===== src/rtl/game_pkg.sv =====
// Shared definitions for the shooting game: boss sequencer states and screen/sprite geometry.
package game_pkg;

   typedef enum logic [1:0] {
      IDLE   = 2'd0,
      ENTER  = 2'd1,
      PATROL = 2'd2,
      DEAD   = 2'd3
   } state_t;

   localparam int SCREEN_W = 640;
   localparam int SCREEN_H = 480;
   localparam int BOSS_W   = 216;
   localparam int BOSS_H   = 110;
   localparam int BOSS_Y0  = 166;

endpackage


===== src/rtl/boss_tick_div.sv =====
// Move-tick enable generator: pulses tick once every TICK_DIV clocks, restartable via clr.
module boss_tick_div #(
   parameter int TICK_DIV = 1
) (
   input  logic clk,
   input  logic rst_n,
   input  logic clr,
   output logic tick
);

   localparam int CW = (TICK_DIV > 1) ? $clog2(TICK_DIV) : 1;
   localparam logic [CW-1:0] LAST = CW'(TICK_DIV - 1);

   logic [CW-1:0] cnt;

   assign tick = (cnt == LAST);

   always_ff @(posedge clk or negedge rst_n) begin
      if (!rst_n) begin
         cnt <= '0;
      end else if (clr || tick) begin
         cnt <= '0;
      end else begin
         cnt <= cnt + CW'(1);
      end
   end

endmodule


===== src/rtl/boss_motion_ctrl.sv =====
// Boss sequencer: waits for a clear field, slides the boss in, patrols, enrages and reports defeat.
// Optional vertical bobbing in patrol is enabled by defining BOSS_VDRIFT_EN.
module boss_motion_ctrl
   import game_pkg::*;
#(
   parameter int N_ENEMY  = 4,
   parameter int XW       = 10,
   parameter int HPW      = 10,
   parameter int X_START  = 0,
   parameter int X_ENTRY  = 344,
   parameter int X_LEFT   = 100,
   parameter int X_RIGHT  = 424,
   parameter int Y0       = BOSS_Y0,
   parameter int STEP     = 1,
   parameter int TICK_DIV = 1,
   parameter int HP_RAGE  = 100,
   parameter int Y_AMP    = 16
) (
   input  logic               clk,
   input  logic               rst_n,
   input  logic [N_ENEMY-1:0] enemy_alive,
   input  logic [HPW-1:0]     boss_hp,
   output logic [XW-1:0]      boss_x,
   output logic [XW-1:0]      boss_y,
   output logic               boss_active,
   output logic               boss_rage,
   output logic               boss_dir,
   output logic               boss_defeated
);

   if (X_RIGHT + BOSS_W > SCREEN_W || Y0 + Y_AMP + BOSS_H > SCREEN_H) begin : g_geom_chk
      $error("boss_motion_ctrl: boss sprite would leave the screen");
   end

   // Positions are held one bit wider so additions never wrap at 2^XW.
   localparam logic [XW:0]    XS  = (XW+1)'(X_START);
   localparam logic [XW:0]    XE  = (XW+1)'(X_ENTRY);
   localparam logic [XW:0]    XL  = (XW+1)'(X_LEFT);
   localparam logic [XW:0]    XR  = (XW+1)'(X_RIGHT);
   localparam logic [XW:0]    YT  = (XW+1)'(Y0);
   localparam logic [XW:0]    ST1 = (XW+1)'(STEP);
   localparam logic [XW:0]    ST2 = (XW+1)'(2 * STEP);
   localparam logic [HPW-1:0] HR  = HPW'(HP_RAGE);

   state_t        state, state_nxt;
   logic [XW-1:0] x_nxt, y_nxt;
   logic          dir_nxt, rage_nxt;
   logic          clear, alive, go, tick;
   logic [XW:0]   step, x_ext, x_up;
   logic [XW-1:0] x_dn;

   assign clear = ~|enemy_alive;
   assign alive = (boss_hp != '0);
   assign go    = (state == IDLE) && clear && alive;
   assign step  = boss_rage ? ST2 : ST1;
   assign x_ext = {1'b0, boss_x};
   assign x_up  = x_ext + step;
   assign x_dn  = boss_x - step[XW-1:0];

   boss_tick_div #(
      .TICK_DIV (TICK_DIV)
   ) u_tick (
      .clk   (clk),
      .rst_n (rst_n),
      .clr   (go),
      .tick  (tick)
   );

   always_comb begin
      state_nxt = state;
      x_nxt     = boss_x;
      dir_nxt   = boss_dir;
      case (state)
         IDLE: begin
            x_nxt   = XS[XW-1:0];
            dir_nxt = 1'b1;
            if (go) state_nxt = ENTER;
         end
         ENTER: begin
            if (!alive) begin
               state_nxt = DEAD;
            end else if (tick) begin
               dir_nxt = 1'b1;
               if (x_up >= XE) begin
                  x_nxt     = XE[XW-1:0];
                  state_nxt = PATROL;
               end else begin
                  x_nxt = x_up[XW-1:0];
               end
            end
         end
         PATROL: begin
            if (!alive) begin
               state_nxt = DEAD;
            end else if (tick) begin
               if (boss_dir) begin
                  if (x_up >= XR) begin
                     x_nxt   = XR[XW-1:0];
                     dir_nxt = 1'b0;
                  end else begin
                     x_nxt = x_up[XW-1:0];
                  end
               end else begin
                  // Compare before subtracting so the left clamp cannot underflow.
                  if (x_ext <= XL + step) begin
                     x_nxt   = XL[XW-1:0];
                     dir_nxt = 1'b1;
                  end else begin
                     x_nxt = x_dn;
                  end
               end
            end
         end
         DEAD: begin
            state_nxt = IDLE;
            x_nxt     = XS[XW-1:0];
         end
         default: begin
            state_nxt = IDLE;
            x_nxt     = XS[XW-1:0];
         end
      endcase

      if (state_nxt == IDLE) rage_nxt = 1'b0;
      else                   rage_nxt = boss_rage | ((state == PATROL) && (boss_hp <= HR));
   end

`ifdef BOSS_VDRIFT_EN
   localparam logic [XW:0] YB = (XW+1)'(Y0 + Y_AMP);

   logic        ydown, ydown_nxt;
   logic [XW:0] y_ext;

   assign y_ext = {1'b0, boss_y};

   always_comb begin
      y_nxt     = boss_y;
      ydown_nxt = ydown;
      if (state_nxt == IDLE || state_nxt == DEAD) begin
         y_nxt     = YT[XW-1:0];
         ydown_nxt = 1'b1;
      end else if (state == PATROL && tick) begin
         if (ydown) begin
            if (y_ext + (XW+1)'(1) >= YB) begin
               y_nxt     = YB[XW-1:0];
               ydown_nxt = 1'b0;
            end else begin
               y_nxt = boss_y + XW'(1);
            end
         end else begin
            if (y_ext <= YT + (XW+1)'(1)) begin
               y_nxt     = YT[XW-1:0];
               ydown_nxt = 1'b1;
            end else begin
               y_nxt = boss_y - XW'(1);
            end
         end
      end
   end

   always_ff @(posedge clk or negedge rst_n) begin
      if (!rst_n) ydown <= 1'b1;
      else        ydown <= ydown_nxt;
   end
`else
   assign y_nxt = YT[XW-1:0];
`endif

   // All outputs are registered alongside the state so they change on the same edge.
   always_ff @(posedge clk or negedge rst_n) begin
      if (!rst_n) begin
         state         <= IDLE;
         boss_x        <= XS[XW-1:0];
         boss_y        <= YT[XW-1:0];
         boss_active   <= 1'b0;
         boss_rage     <= 1'b0;
         boss_dir      <= 1'b1;
         boss_defeated <= 1'b0;
      end else begin
         state         <= state_nxt;
         boss_x        <= x_nxt;
         boss_y        <= y_nxt;
         boss_active   <= (state_nxt == ENTER) || (state_nxt == PATROL);
         boss_rage     <= rage_nxt;
         boss_dir      <= dir_nxt;
         boss_defeated <= (state_nxt == DEAD);
      end
   end

endmodule


===== config.mk =====
export PLATFORM = sky130hd
export DESIGN_NAME = boss_motion_ctrl
export DESIGN_NICKNAME = d
export VERILOG_FILES = /design/src/rtl/game_pkg.sv /design/src/rtl/boss_tick_div.sv /design/src/rtl/boss_motion_ctrl.sv
export SDC_FILE = /design/constraint.sdc
export NUM_CORES = 1
export LEC_CHECK = 0
export CAP_MARGIN = 20
export CORE_ASPECT_RATIO = 1.75
export CORE_MARGIN = 4
export CORE_UTILIZATION = 50
export CTS_CLUSTER_SIZE = 40
export DETAILED_ROUTE_END_ITERATION = 8
export GPL_TIMING_DRIVEN = 0
export PLACE_DENSITY_LB_ADDON = 0.1
export SETUP_SLACK_MARGIN = 0.2
export SKIP_LAST_GASP = 1
export SYNTH_ARGS = -nofsm -noshare
export SYNTH_HDL_FRONTEND = slang
export SYNTH_SLANG_ARGS = --single-unit

===== constraint.sdc =====
create_clock -name clk -period 3.75 [get_ports clk]
set_clock_uncertainty 0.2 [all_clocks]
set_input_delay 0.9375 -clock clk [delete_from_list [all_inputs] [get_ports clk]]
set_output_delay 0.9375 -clock clk [all_outputs]
set_load 0.02 [all_outputs]

==> impl_metrics.yaml <==
global_route:
  grt_pass1_wl_um: 7290
  grt_max_degree: 18
  grt_overflow_total: 0
  track_usage_pct: 21.6
  antenna_found_initial: 0
  first_global_vias: 1669
layout:
  drive_gt1_share_pct: 10.2
  synthToLayoutAreaGrowth_pct: 26.7
  final_nets: 279
  layout_commonest_cell: "clkdlybuf4s50_1"
  fillerInstances: 290
  regArea_sq_um: 427
  final_core_util_pct: 66.1
  antennaDiodeCount: 0
  final_cell_mix: "clkdlybuf4s50_1, nor2_1, nand2_1"
  multi_input_area_sq_um: 1120
routing:
  wl_per_cell_um: 14.5
  drt_first_pass_iters: 5
  met2WireLength_um: 2270
  drc_errors: 0
  wl_um: 4330
  met3_length_um: 192
  vias: 1752
  met1_length_um: 1680
  drtAntennaViolNets: 0
  viasPerCell: 5.86
  first_iter_violations: 75
  routed.top_layer: "met4"
clock_network:
  clkTransAtPathRegs_ns: 0.07
  cts_tree: "yes"
  htreeDepth: 1
  cts-root-buf: "clkbuf_8"
  post_cts_buffers: 0
  cts_inserted_buffers: 3
  cts_hold_buf: 0
  clock_path_buffers: 2
  cts.sinks: 17
  clock_latency_ns: 0.26
pwr:
  clkPwrFrac_pct: 9.2
  power.switching_mw: 0.767
  swShare_pct: 50.8
  pwr-share-comb_pct: 68.8
  p_seq_share_pct: 21.9
  leakagePower_nw: 0.809
  intPower_mw: 0.744
  total_power_mw: 1.51
  vdd_ir_drop_max_mv: 0.405
  power.density_nw_per_um2: 728
synth:
  netlist_instances: 214
  async_reset_ff_share_pct: 100
  netlist_area_sq_um: 1640
  avgSynthCellArea_sq_um: 7.66
  yosys_most_used_dff: "dfrtp_1"
  synth_edf_count: 0
  ys_seq_elements: 17
  ys_seq_area_share_pct: 26.0
  yosysWarnings: 0
  synthDistinctLibCells: 55
floorplan:
  num_rows: 27
  ios: 40
  die-area_sq_um: 4290
  die_width_um: 51.3
  core_sq_um: 3140
  start_util_pct: 52.2
  die_h_um: 83.7
hold_path:
  hold_path.class: "reg2reg"
  hold_depth: 2
setup_path:
  path_max_fanout: 9
  crit_path_start_kind: "primary input"
  cp.arrival_ns: 3.26
  criticalPathCategory: "in2reg"
  crit_path_end_kind: "flip-flop"
  r2r_cells: 10
  required_ns: 3.68
sta:
  fin_setup_tns_ns: 0
  fin_crit_sh_pct: 88.9
  rsz0062_at_grt: "false"
  slew_violations: 0
  setup_viol: 0
  timing.slew.headroom_pct: 49.0
  fmax_ghz: 0.300
  tightest_slew_ns: 0.763
  period_minus_slack_ns: 3.33
  final_hold_viol_count: 0
placed_design:
  io_buffers: 29
  gp_congestion: 0.946
  dp_hpwl_um: 3510
status:
  outcome: "complete, no violations"
flow_run:
  cap_violations: 0
-- layout make-up --
class	instances	area share [%]
clock buffers	4	2.17
well taps	43	2.59
repair buffers	29	14.0
inverters	8	1.45
flip-flops and latches	17	20.5
plain buffers	19	5.36
multi-input cells	179	53.9
-- sequential cells by signal (all words and copies together) (netlist names) --
register and cells:
u_tick.cnt 1, boss_defeated 1, boss_x 10, boss_rage 1, boss_dir 1, boss_active 1
state 2
-- path summary, 6_finish.rpt --
path                             from           to  slack, ns
setup reg to reg            boss_rage    boss_x[0]       0.47
setup / recovery           boss_hp[1]    boss_x[4]       0.42
hold / removal               boss_dir     boss_dir       0.36
max in group asynchronous       rst_n  boss_active       1.95
min in group asynchronous       rst_n     state[0]       0.93
hold reg to reg              boss_dir     boss_dir       0.36
-- cell families after synthesis --
kind of cell	count (synthesis)	share of synthesized area (%)
simple gates	87	26.3
compound gates	69	29.8
buf+inv	27	8.63
flops	17	26.0
fa+ha+maj	6	5.50
xor+xnor	5	2.67
other cells	2	0.458
mux	1	0.611
-- per-layer routing --
layer,vias to the layer above,track usage [%]
met5,-,0
met4,0,11.7
met3,17,1.43
met2,77,39.0
met1,795,23.9
li1,863,-
-- worst max-delay path: stages --
cell             delay, ns
clkdlybuf4s50_1       0.41
or4_1                 0.60
nor3_2                0.39
nor2_1                0.14
nor2_2                0.36
nor2_1                0.13
a22oi_1               0.17
o311ai_1              0.12
-- power by group through the flow --
stage	logic [mW]	clock network, mW	registers (mW)
final	1.04	0.139	0.332
after global routing	1.14	0.148	0.349
after CTS	1.02	0.141	0.333
after detailed placement	1.01	0	0.336
after global placement	1.02	0	0.335
after floorplan	0.656	0	0.387
-- cells in the mapped netlist (all sizes together) (4+ instances only) --
cell,count,share of area [%]
nor2,25,6.0
nand2,22,5.0
a21oi,16,4.9
dfrtp,16,24
o21ai,13,4.0
buf,11,4.9
clkbuf,8,1.9
inv,7,1.6
nand3,7,2.4
nor3,7,2.4
a22oi,4,1.8
a31oi,4,1.5
ha,4,3.1
nand2b,4,1.5
nand4,4,1.5
nor2b,4,1.5
o31ai,4,2.7
-- metrics by stage --
| stage | worst slack [ns] | area (sq um) | instances | hold slack (ns) |
|---|---|---|---|---|
| final | 0.416 | 2080 | 299 | 0.359 |
| after global routing | 0.241 | 2080 | 299 | 0.384 |
| after CTS | 0.354 | 2060 | 299 | 0.346 |
| after detailed placement | 0.157 | 2020 | 295 | 0.333 |
| after global placement | 0.156 | 2020 | 295 | 0.334 |
| after floorplan | 0.757 | 1670 | 223 | 0.258 |
-- repair_timing --
action | CTS | global route
gates resized for setup | 0 | 3
setup endpoints to repair | 0 | 6
hold endpoints to repair | 0 | 0
Power figures use the tool's default switching activity.
